===== config.mk =====
export PLATFORM = sky130hd
export DESIGN_NAME = pipelined_barrel_shifter
export DESIGN_NICKNAME = d
export VERILOG_FILES = /design/src/rtl/shifter_pkg.sv /design/src/rtl/barrel_shift_stage.sv /design/src/rtl/pipelined_barrel_shifter.sv
export SDC_FILE = /design/constraint.sdc
export NUM_CORES = 1
export LEC_CHECK = 0
export CAP_MARGIN = 30
export CORE_MARGIN = 2
export CORE_UTILIZATION = 35
export DETAILED_ROUTE_END_ITERATION = 8
export PLACE_DENSITY = 0.51
export RECOVER_POWER = 100
export SYNTH_ARGS = -nofsm -noshare
export SYNTH_HDL_FRONTEND = slang
export SYNTH_HIERARCHICAL = 1
export SYNTH_SLANG_ARGS = --single-unit

===== constraint.sdc =====
create_clock -name clk -period 2.15 [get_ports clk]
set_clock_uncertainty 0.05 [all_clocks]
set_input_delay 0.3225 -clock clk [delete_from_list [all_inputs] [get_ports clk]]
set_output_delay 0.3225 -clock clk [all_outputs]
set_load 0.01 [all_outputs]

===== src/rtl/shifter_pkg.sv =====
// Shared types and helpers for the pipelined barrel shifter.
// Operation encoding and the mapping of mux levels onto register stages.
package shifter_pkg;

  typedef enum logic [1:0] {
    SH_SLL = 2'b00,
    SH_SRL = 2'b01,
    SH_SRA = 2'b10,
    SH_ROR = 2'b11
  } shift_op_e;

  function automatic int levels_per_stage(input int shamt_w, input int stages);
    return (shamt_w + stages - 1) / stages;
  endfunction

  // Every stage takes a full share; the last one takes whatever is left (possibly none).
  function automatic int stage_levels(input int shamt_w, input int stages, input int k);
    int per;
    int rem;
    per = levels_per_stage(shamt_w, stages);
    rem = shamt_w - k * per;
    if (rem < 0) rem = 0;
    if (rem > per) rem = per;
    return rem;
  endfunction

endpackage


===== src/rtl/barrel_shift_stage.sv =====
// One pipeline slice: a contiguous range of log-shifter mux levels followed by
// a register holding partial data, the shift amount, op and the SRA fill bit.
module barrel_shift_stage
  import shifter_pkg::*;
#(
  parameter  int WIDTH       = 64,
  parameter  int FIRST_LEVEL = 0,
  parameter  int NUM_LEVELS  = 1,
  localparam int SHAMT_W     = $clog2(WIDTH)
) (
  input  logic               clk,
  input  logic               rst,
  input  logic               up_valid,
  output logic               up_ready,
  input  logic [WIDTH-1:0]   up_data,
  input  logic [SHAMT_W-1:0] up_shamt,
  input  shift_op_e          up_op,
  input  logic               up_fill,
  output logic               down_valid,
  input  logic               down_ready,
  output logic [WIDTH-1:0]   down_data,
  output logic [SHAMT_W-1:0] down_shamt,
  output shift_op_e          down_op,
  output logic               down_fill
);

  logic [WIDTH-1:0] lvl [0:NUM_LEVELS];

  assign lvl[0] = up_data;

  for (genvar j = 0; j < NUM_LEVELS; j++) begin : g_level
    localparam int L = FIRST_LEVEL + j;
    localparam int S = 1 << L;
    logic [WIDTH-1:0] shifted;

    // SRA uses the fill bit captured at acceptance, never the current MSB.
    always_comb begin
      shifted = lvl[j];
      case (up_op)
        SH_SLL:  shifted = lvl[j] << S;
        SH_SRL:  shifted = lvl[j] >> S;
        SH_SRA:  shifted = (lvl[j] >> S) | (up_fill ? ~({WIDTH{1'b1}} >> S) : '0);
        default: shifted = (lvl[j] >> S) | (lvl[j] << (WIDTH - S));
      endcase
    end

    assign lvl[j+1] = up_shamt[L] ? shifted : lvl[j];
  end

  logic               valid_q;
  logic [WIDTH-1:0]   data_q;
  logic [SHAMT_W-1:0] shamt_q;
  shift_op_e          op_q;
  logic               fill_q;

  assign up_ready = !valid_q || down_ready;

  always_ff @(posedge clk) begin
    if (rst) begin
      valid_q <= 1'b0;
      data_q  <= '0;
      shamt_q <= '0;
      op_q    <= SH_SLL;
      fill_q  <= 1'b0;
    end else if (up_ready) begin
      valid_q <= up_valid;
      if (up_valid) begin
        data_q  <= lvl[NUM_LEVELS];
        shamt_q <= up_shamt;
        op_q    <= up_op;
        fill_q  <= up_fill;
      end
    end
  end

  assign down_valid = valid_q;
  assign down_data  = data_q;
  assign down_shamt = shamt_q;
  assign down_op    = op_q;
  assign down_fill  = fill_q;

endmodule


===== src/rtl/pipelined_barrel_shifter.sv =====
// Parametrised multi-mode barrel shifter (SLL/SRL/SRA/ROR) split over STAGES
// register slices with valid/ready on both sides.
module pipelined_barrel_shifter
  import shifter_pkg::*;
#(
  parameter  int WIDTH   = 64,
  parameter  int STAGES  = 2,
  localparam int SHAMT_W = $clog2(WIDTH)
) (
  input  logic               clk,
  input  logic               rst,
  input  logic               in_valid,
  output logic               in_ready,
  input  logic [WIDTH-1:0]   in_data,
  input  logic [SHAMT_W-1:0] in_shamt,
  input  logic [1:0]         in_op,
  output logic               out_valid,
  input  logic               out_ready,
  output logic [WIDTH-1:0]   out_data
);

  localparam int  PER       = levels_per_stage(SHAMT_W, STAGES);
  localparam bit  PARAMS_OK = (WIDTH >= 8) && ((WIDTH & (WIDTH - 1)) == 0) &&
                              (STAGES >= 1) && (STAGES <= SHAMT_W);

  // Index k is the input side of stage k; index STAGES is the block output.
  logic               valid_a [0:STAGES];
  logic               ready_a [0:STAGES];
  logic [WIDTH-1:0]   data_a  [0:STAGES];
  logic [SHAMT_W-1:0] shamt_a [0:STAGES];
  shift_op_e          op_a    [0:STAGES];
  logic               fill_a  [0:STAGES];

  assign valid_a[0]      = in_valid;
  assign data_a[0]       = in_data;
  assign shamt_a[0]      = in_shamt;
  assign op_a[0]         = shift_op_e'(in_op);
  assign fill_a[0]       = in_data[WIDTH-1];
  assign ready_a[STAGES] = out_ready;

  for (genvar k = 0; k < STAGES; k++) begin : g_stage
    barrel_shift_stage #(
      .WIDTH       (WIDTH),
      .FIRST_LEVEL (k * PER),
      .NUM_LEVELS  (stage_levels(SHAMT_W, STAGES, k))
    ) u_stage (
      .clk        (clk),
      .rst        (rst),
      .up_valid   (valid_a[k]),
      .up_ready   (ready_a[k]),
      .up_data    (data_a[k]),
      .up_shamt   (shamt_a[k]),
      .up_op      (op_a[k]),
      .up_fill    (fill_a[k]),
      .down_valid (valid_a[k+1]),
      .down_ready (ready_a[k+1]),
      .down_data  (data_a[k+1]),
      .down_shamt (shamt_a[k+1]),
      .down_op    (op_a[k+1]),
      .down_fill  (fill_a[k+1])
    );
  end

  assign in_ready  = ready_a[0];
  assign out_valid = valid_a[STAGES];
  assign out_data  = data_a[STAGES];

  // Side-band fields are dead once the last stage has applied its levels.
  logic unused_tail;
  assign unused_tail = ^{shamt_a[STAGES], op_a[STAGES], fill_a[STAGES]};

  param_legal_a : assert property (@(posedge clk) PARAMS_OK)
    else $error("pipelined_barrel_shifter: illegal WIDTH/STAGES");

endmodule


# == Word level (Yosys, flattened, before mapping) ==
# Index checks and enable logic that the tools add are counted.
# word_totals
register_bits,139
latch_bits,0
ram_bits,0
mem_bits_ro,0
in_bits,76
output_inout_bits,66
elab_cells,49
n_memories,0
# op_classes
addsub,0
mul,0
n_div,0
magnitude_cmp,0
eq_ne,4
shifts,0
muxes,18
bitwise,12
n_reduce_logical,8
# op_table
op,n
one-hot mux 64 bit (3 select lines),6
2-to-1 mux 64 bit,12
bitwise OR 32 x 64 -> 64 bit,2
bitwise OR 48 x 64 -> 64 bit,2
bitwise OR 56 x 64 -> 64 bit,2
bitwise OR 60 x 64 -> 64 bit,2
bitwise OR 62 x 64 -> 64 bit,2
bitwise OR 63 x 64 -> 64 bit,2
equality test 2 x 1 -> 1 bit (second input constant),2
equality test 2 bit (second input constant),2
logical NOT 2 bit,2
AND reduction 2 bit,2
logical NOT 1 bit,2
logical OR 1 bit,2

# == Logic depth before layout (Yosys ltp) ==
# Gate-level depths: netlist of run 1.
# logic_depth
ltp_word,10
mapped_depth,10
mapped_depth_nobuf,6

# == Modules after synthesis ==
# The synthesis of run 1 kept the hierarchy.
# by_module_without_submodules
module,n_inst,cells_per_inst,area_each_um2,seq_area_each_um2
barrel_shift_stage (g_stage[0].u_stage),1,1116,8023.9,1481.4
barrel_shift_stage (g_stage[1].u_stage),1,941,7008.0,1481.4

# == Worst setup path before layout of run 1 ==
# No wires, ideal clock.
# synth_path
path_kind,input port to flip-flop
startpoint,in out_ready
endpoint,reg g_stage[0].u_stage.data_q[18]
setup_ps,86
t_arrival_ps,1921
required_ps,2014
setup_slack_ps,94
stages,10
path_buffers,4
cell_sequence,nand2b_1 buf_2 nand2b_1 buf_2 and2_1 buf_2 nor2_2 clkbuf_1 a32oi_1 a211oi_1
# synth_rtl
item,line,source
start: declaration,pipelined_barrel_shifter.sv:18,"input logic out_ready,"
end signal: assignment,barrel_shift_stage.sv:68,data_q <= lvl[NUM_LEVELS];
end: declaration,barrel_shift_stage.sv:51,logic [WIDTH-1:0] data_q;

==> reports/results.ini, run 1 <==
[worst_hold_path]
min_from = rst
min_delay_path_depth = 3
hp-class = in2reg
worstHoldEndpoint = g_stage[0].u_stage/down_data[44]$_SDFFE_PP0P_

[routing]
dr.pass1.iters = 6
drt_wl_total_um = 81400
route.vias.total = 19300
drt-vias-per-instance = 6.40
drc = 0
wire_per_inst_um = 27.0
final_antenna_net_count = 0
drt_iter0_drc = 1959

[cells_and_area]
nFillCells = 4165
nNetsFinal = 2548
areaGrowthSynthToFinish_pct = 42.3
drive_above_1_share_pct = 29.2
diodes = 0

[cts]
clk_path_buf_depth = 2
clock_latency_ns = 0.44
cts_tree = yes
cts_buffers = 17
root_buffer = clkbuf_16
cts-hold-fix-buffers = 0
htree_num_levels = 4
cts_sinks = 136
clk_pin_slew_worst_paths_ns = 0.06

[logic_synthesis]
synthCells = 2011
syn_area_per_cell_um2 = 7.28
ys_warn_count = 6
netlist_area_mm2 = 0.0146
syn_nets = 2087

[global_route]
grt_antenna_before_repair = 0
grt_first_pass_wirelength_um = 120000
grt_max_degree = 67
grtUsageTotal_pct = 36.2
grt_pass1_vias = 18400
overflow = 0

[timing]
setup_ws_ns = -0.0784
fin_crit_sh_pct = 104
grt_setup_unrepaired = yes
slew_violations = 0
slew_headroom_pct = 48.9
finalSetupViolations = 8
tightestPinTransition_ns = 0.760
fin_crit_ns = 2.23
hold_viol = 0
clock.fmax_ghz = 0.449
finalSetupTns_ns = -0.193

[critical_path]
reg2reg_to = g_stage[0].u_stage/down_data[57]$_SDFFE_PP0P_
path_class = in2reg
crit_path_start_kind = input port
timing.reg2reg.setup_slack_ns = -0.03
rr_worst_depth = 9
crit_fanout = 5
end_kind = flop
cp.arrival_ns = 2.56
r2r_start = g_stage[1].u_stage/down_valid$_SDFFE_PP0N_
worstPathRequired_ns = 2.48

[run_status]
status = complete, but fails checks
violations = negative setup slack

[placement]
port_buffers = 141
gp_congestion = 1.01
hpwl_um = 65000

[power]
leakagePower_nw = 8.14
p_switching_mw = 4.23
combPwrFrac_pct = 43.6
vdd_drop_max_mv = 0.498
power.internal_mw = 6.28
sw_frac_of_total_pct = 40.3
clockPowerShare_pct = 28.2
pwr-share-seq_pct = 28.3
total_power_mw = 10.5
powerDensity_mw_per_mm2 = 504

[floorplan]
start_util_pct = 35.6
placementRows = 74
die-area_mm2 = 0.0435
die_y_um = 209
io-pin-count = 142
core_mm2 = 0.0411
die_x_um = 209

[run]
maxCapViolCount = 0

[area by class of cell]
| cell class | count | area [µm²] | share of cell area [%] |
|---|---|---|---|
| multi-input cells | 1628 | 11000 | 52.7 |
| clock buffers | 17 | 425 | 2.04 |
| clock inverters | 15 | 140 | 0.672 |
| well taps | 532 | 666 | 3.19 |
| flip-flops and latches | 136 | 2740 | 13.1 |
| repair buffers | 668 | 5810 | 27.9 |
| inverters | 21 | 81.3 | 0.390 |
[worst max path at each step]
stage | from | end | depth (start not counted)
global route | g_stage[0].u_stage/down_op[0]$_SDFFE_PP0P_ | g_stage[1].u_stage/down_data[0]$_SDFFE_PP0P_ | 8
CTS | g_stage[0].u_stage/down_op[1]$_SDFFE_PP0P_ | g_stage[1].u_stage/down_data[0]$_SDFFE_PP0P_ | 8
global placement | out_ready | g_stage[0].u_stage/down_data[41]$_SDFFE_PP0P_ | 8
floorplan | out_ready | g_stage[0].u_stage/down_data[18]$_SDFFE_PP0P_ | 10
detailed placement | out_ready | g_stage[0].u_stage/down_data[41]$_SDFFE_PP0P_ | 8
finish | out_ready | g_stage[0].u_stage/down_data[57]$_SDFFE_PP0P_ | 10
[cell usage in the layout (no fill, tap or decap), types with 17 or more instances in the layout]
master           count
dfxtp_1            132
nand2_1            159
a311oi_2            18
or3b_2              17
inv_1               18
a221oi_1            18
nor2_1             208
buf_4              460
o21ai_0            141
o22ai_1             30
clkdlybuf4s50_1     70
nand3_1            102
buf_12              36
a211oi_1            31
a311oi_1            65
mux2i_1             75
nand2b_1            53
o221ai_1            17
clkbuf_16           19
a31oi_1             76
or3b_1              64
o211ai_1            46
a21oi_1            140
dlygate4sd3_1       66
o221a_2             17
[critical path: stages]
cell             delay [ns]
clkdlybuf4s50_1        0.44
nand2b_1               0.21
nand2b_4               0.19
buf_4                  0.16
clkbuf_4               0.14
and3_1                 0.27
clkbuf_1               0.35
o21ai_0                0.16
o22ai_1                0.20
a21o_1                 0.11
[power groups by stage]
stage	clock, mW	sequential (mW)	combinational (mW)
6_report	2.96	2.97	4.58
5_1_grt	3.09	2.98	4.82
4_1_cts	2.99	2.96	4.43
3_5_place_dp	0	3.02	4.39
3_3_place_gp	0	3.02	4.38
2_1_floorplan	0	2.94	2.10
[sequential cells by signal (all words and copies together) (netlist names)]
signal                      count
g_stage.u_stage/down_data     128
g_stage.u_stage/down_shamt      3
g_stage.u_stage/down_op         2
g_stage.u_stage/down_valid      2
g_stage.u_stage/down_fill       1
[metrics by stage]
stage / area (µm²) / cells / setup slack, ns / hold slack [ns] / utilization (%)
detailed placement: 20000 / 2978 / -0.488 / 0.388 / 48.7
floorplan: 14600 / 2011 / 0.0938 / 0.383 / -
finish: 20800 / 3017 / -0.0784 / 0.341 / 50.7
global placement: 20000 / 2978 / -0.501 / 0.384 / 48.7
global route: 20800 / 3017 / -0.0860 / 0.370 / 50.7
CTS: 20700 / 3011 / -0.00824 / 0.317 / 50.3
[repair_timing]
item / in CTS / in global routing
gates cloned: 0 / 2
endpoints found under the hold margin: 0 / 0
setup buffers: 1 / 5
pin swaps: 1 / 11
gates resized for setup: 15 / 42
endpoints found under the setup margin: 15 / 46
[per-layer routing]
| metal | share of wire [%] | wire (µm) | up-vias | GRT usage [%] |
|---|---|---|---|---|
| met5 | 0 | 0 | - | 0 |
| met4 | 4.1 | 3350 | 0 | 13.0 |
| met3 | 8.7 | 7080 | 200 | 6.12 |
| met2 | 45 | 36300 | 1083 | 57.7 |
| met1 | 43 | 34700 | 9333 | 49.1 |
| li1 | - | - | 8687 | - |
(Power assumes the default switching activity.)
==> run 2: changes to the inputs <==
SKIP_LAST_GASP = 1   (was unset)
==> reports/results.ini, run 2 (synthesized netlist as in run 1, its figures left out) <==
[placement]
dp_cells = 2978
hpwl_um = 65000
port_buffers = 141
gp_congestion = 1.01

[timing]
tightestPinTransition_ns = 0.808
hold_viol = 0
fin_crit_ns = 2.20
finalSetupTns_ns = -0.160
fin_crit_sh_pct = 102
slew_headroom_pct = 45.8
grt_setup_unrepaired = yes
finalSetupViolations = 7
clock.fmax_ghz = 0.455
setup_ws_ns = -0.0475
slew_violations = 0

[cts]
root_buffer = clkbuf_16
clk_pin_slew_worst_paths_ns = 0.06
clk_path_buf_depth = 2
clock_latency_ns = 0.44
cts_buffers = 17
cts_tree = yes
htree_num_levels = 4
cts_sinks = 136

[cells_and_area]
finish.utilization_pct = 50.5
stdcell_count = 3017
diodes = 0
layout_common_cells = buf_4 (462), nor2_1 (208), nand2_1 (159), o21ai_0 (141), a21oi_1 (140)
nNetsFinal = 2548
largest_reg_flops = 128
areaGrowthSynthToFinish_pct = 41.8
layout_commonest_cell = buf_4
drive_above_1_share_pct = 29.1

[routing]
route.vias.total = 19300
drc = 0
drt_wl_total_um = 81000
drt_iter0_drc = 2294
wire_per_inst_um = 26.8
dr.pass1.iters = 8
drt-vias-per-instance = 6.40
final_antenna_net_count = 0

[global_route]
grt_antenna_before_repair = 0
grt_max_degree = 67
overflow = 0
grt_pass1_vias = 18400
grtUsageTotal_pct = 36.2
grt_first_pass_wirelength_um = 120000

[floorplan]
placementRows = 74
io-pin-count = 142
core_mm2 = 0.0411
start_util_pct = 35.6
die_x_um = 209
die-area_mm2 = 0.0435
die_y_um = 209

[worst_hold_path]
hp-class = in2reg

[critical_path]
end_kind = flop
r2r_start = g_stage[0].u_stage/down_shamt[3]$_SDFFE_PP0P_
crit_family = buffers and inverters
crit_path_start_kind = input port
timing.reg2reg.setup_slack_ns = -0.04
cp.depth = 10
worstPathRequired_ns = 2.48
crit_path_max_incr_delay_ns = 0.44
cp_cell_sequence = clkdlybuf4s50_1 -> nand2b_1 -> nand2b_4 -> buf_4 -> clkbuf_4 -> and3_1 -> clkbuf_1 -> o21ai_0 -> o22ai_1 -> a21o_1
reg2reg_to = g_stage[1].u_stage/down_data[35]$_SDFFE_PP0P_
rr_worst_depth = 8
cp.arrival_ns = 2.53
critPathBufInv = 4
path_class = in2reg
crit_fanout = 5
cp-endpoint = g_stage[0].u_stage/down_data[57]$_SDFFE_PP0P_
slowest_stage = clkdlybuf4s50_1
worstSetupStartpoint = out_ready

[power]
leakagePower_nw = 8.13
vdd_drop_max_mv = 0.493
powerDensity_mw_per_mm2 = 504

[run_status]
status = complete, but fails checks
violations = negative setup slack

[run]
maxCapViolCount = 0

run 2: cell count changes in the layout (fill, tap and decap cells not counted), sizes merged:
cell	previous run	this run
buf	505	507
clkbuf	44	42
run 2: worst register-to-register path, stage by stage (launching register included):
cell	delay [ns]
dfxtp_4	0.40
buf_4	0.20
buf_6	0.27
nor2_1	0.10
a311oi_2	0.32
a21oi_4	0.09
buf_4	0.16
buf_4	0.13
a2111oi_2	0.35
run 2: power by group:
part	switching (mW)	leakage [nW]	total, mW	internal [mW]
sequential	0.266	1.12	2.97	2.70
clock	1.40	0.281	2.95	1.55
combinational	2.54	6.73	4.55	2.02
total	4.20	8.13	10.5	6.27
run 2: worst min-delay path by stage:
stage	start	slack, ns	to	cells after the start
floorplan	g_stage[0].u_stage/down_shamt[3]$_SDFFE_PP0P_	0.38	g_stage[0].u_stage/down_shamt[3]$_SDFFE_PP0P_	2
global placement	g_stage[1].u_stage/down_data[8]$_SDFFE_PP0P_	0.38	g_stage[1].u_stage/down_data[8]$_SDFFE_PP0P_	1
detailed placement	g_stage[1].u_stage/down_data[10]$_SDFFE_PP0P_	0.39	g_stage[1].u_stage/down_data[10]$_SDFFE_PP0P_	1
CTS	rst	0.32	g_stage[0].u_stage/down_data[44]$_SDFFE_PP0P_	3
global route	rst	0.37	g_stage[0].u_stage/down_data[44]$_SDFFE_PP0P_	3
finish	rst	0.35	g_stage[0].u_stage/down_data[44]$_SDFFE_PP0P_	3
run 2: layout make-up:
cell class                 count  area, µm²
clock inverter                15        140
sequential                   136       2740
clock buffer                  17        425
inverter                      21       81.3
tap                          532        666
multi-input combinational   1628      10900
timing repair buffer         668       5810
fill                        4170      20300
run 2: metal layers:
metal  global-route usage (%)  up-vias  part of all wire [%]
met5                        0        -                     0
met4                     13.0        0                   4.1
met3                     6.13      209                   8.9
met2                     57.7     1100                    44
met1                     49.1     9317                    43
li1                         -     8695                     -
run 2: per-stage QoR:
stage | instance area [µm²] | total power, mW | hold WS, ns | worst slack (ns)
floorplan | 14600 | 5.03 | 0.383 | 0.0938
global placement | 20000 | 7.40 | 0.384 | -0.501
detailed placement | 20000 | 7.41 | 0.388 | -0.488
CTS | 20700 | 10.4 | 0.317 | -0.0254
global route | 20800 | 10.9 | 0.370 | -0.0847
finish | 20800 | 10.5 | 0.350 | -0.0475
run 2: what timing repair did:
action                                  in CTS  in global routing
gates cloned                                 0                  2
hold buffers                                 0                  0
resized for setup                           14                 31
endpoints found under the setup margin      15                 46
pin swaps                                    1                  9
buffers inserted                             1                  5
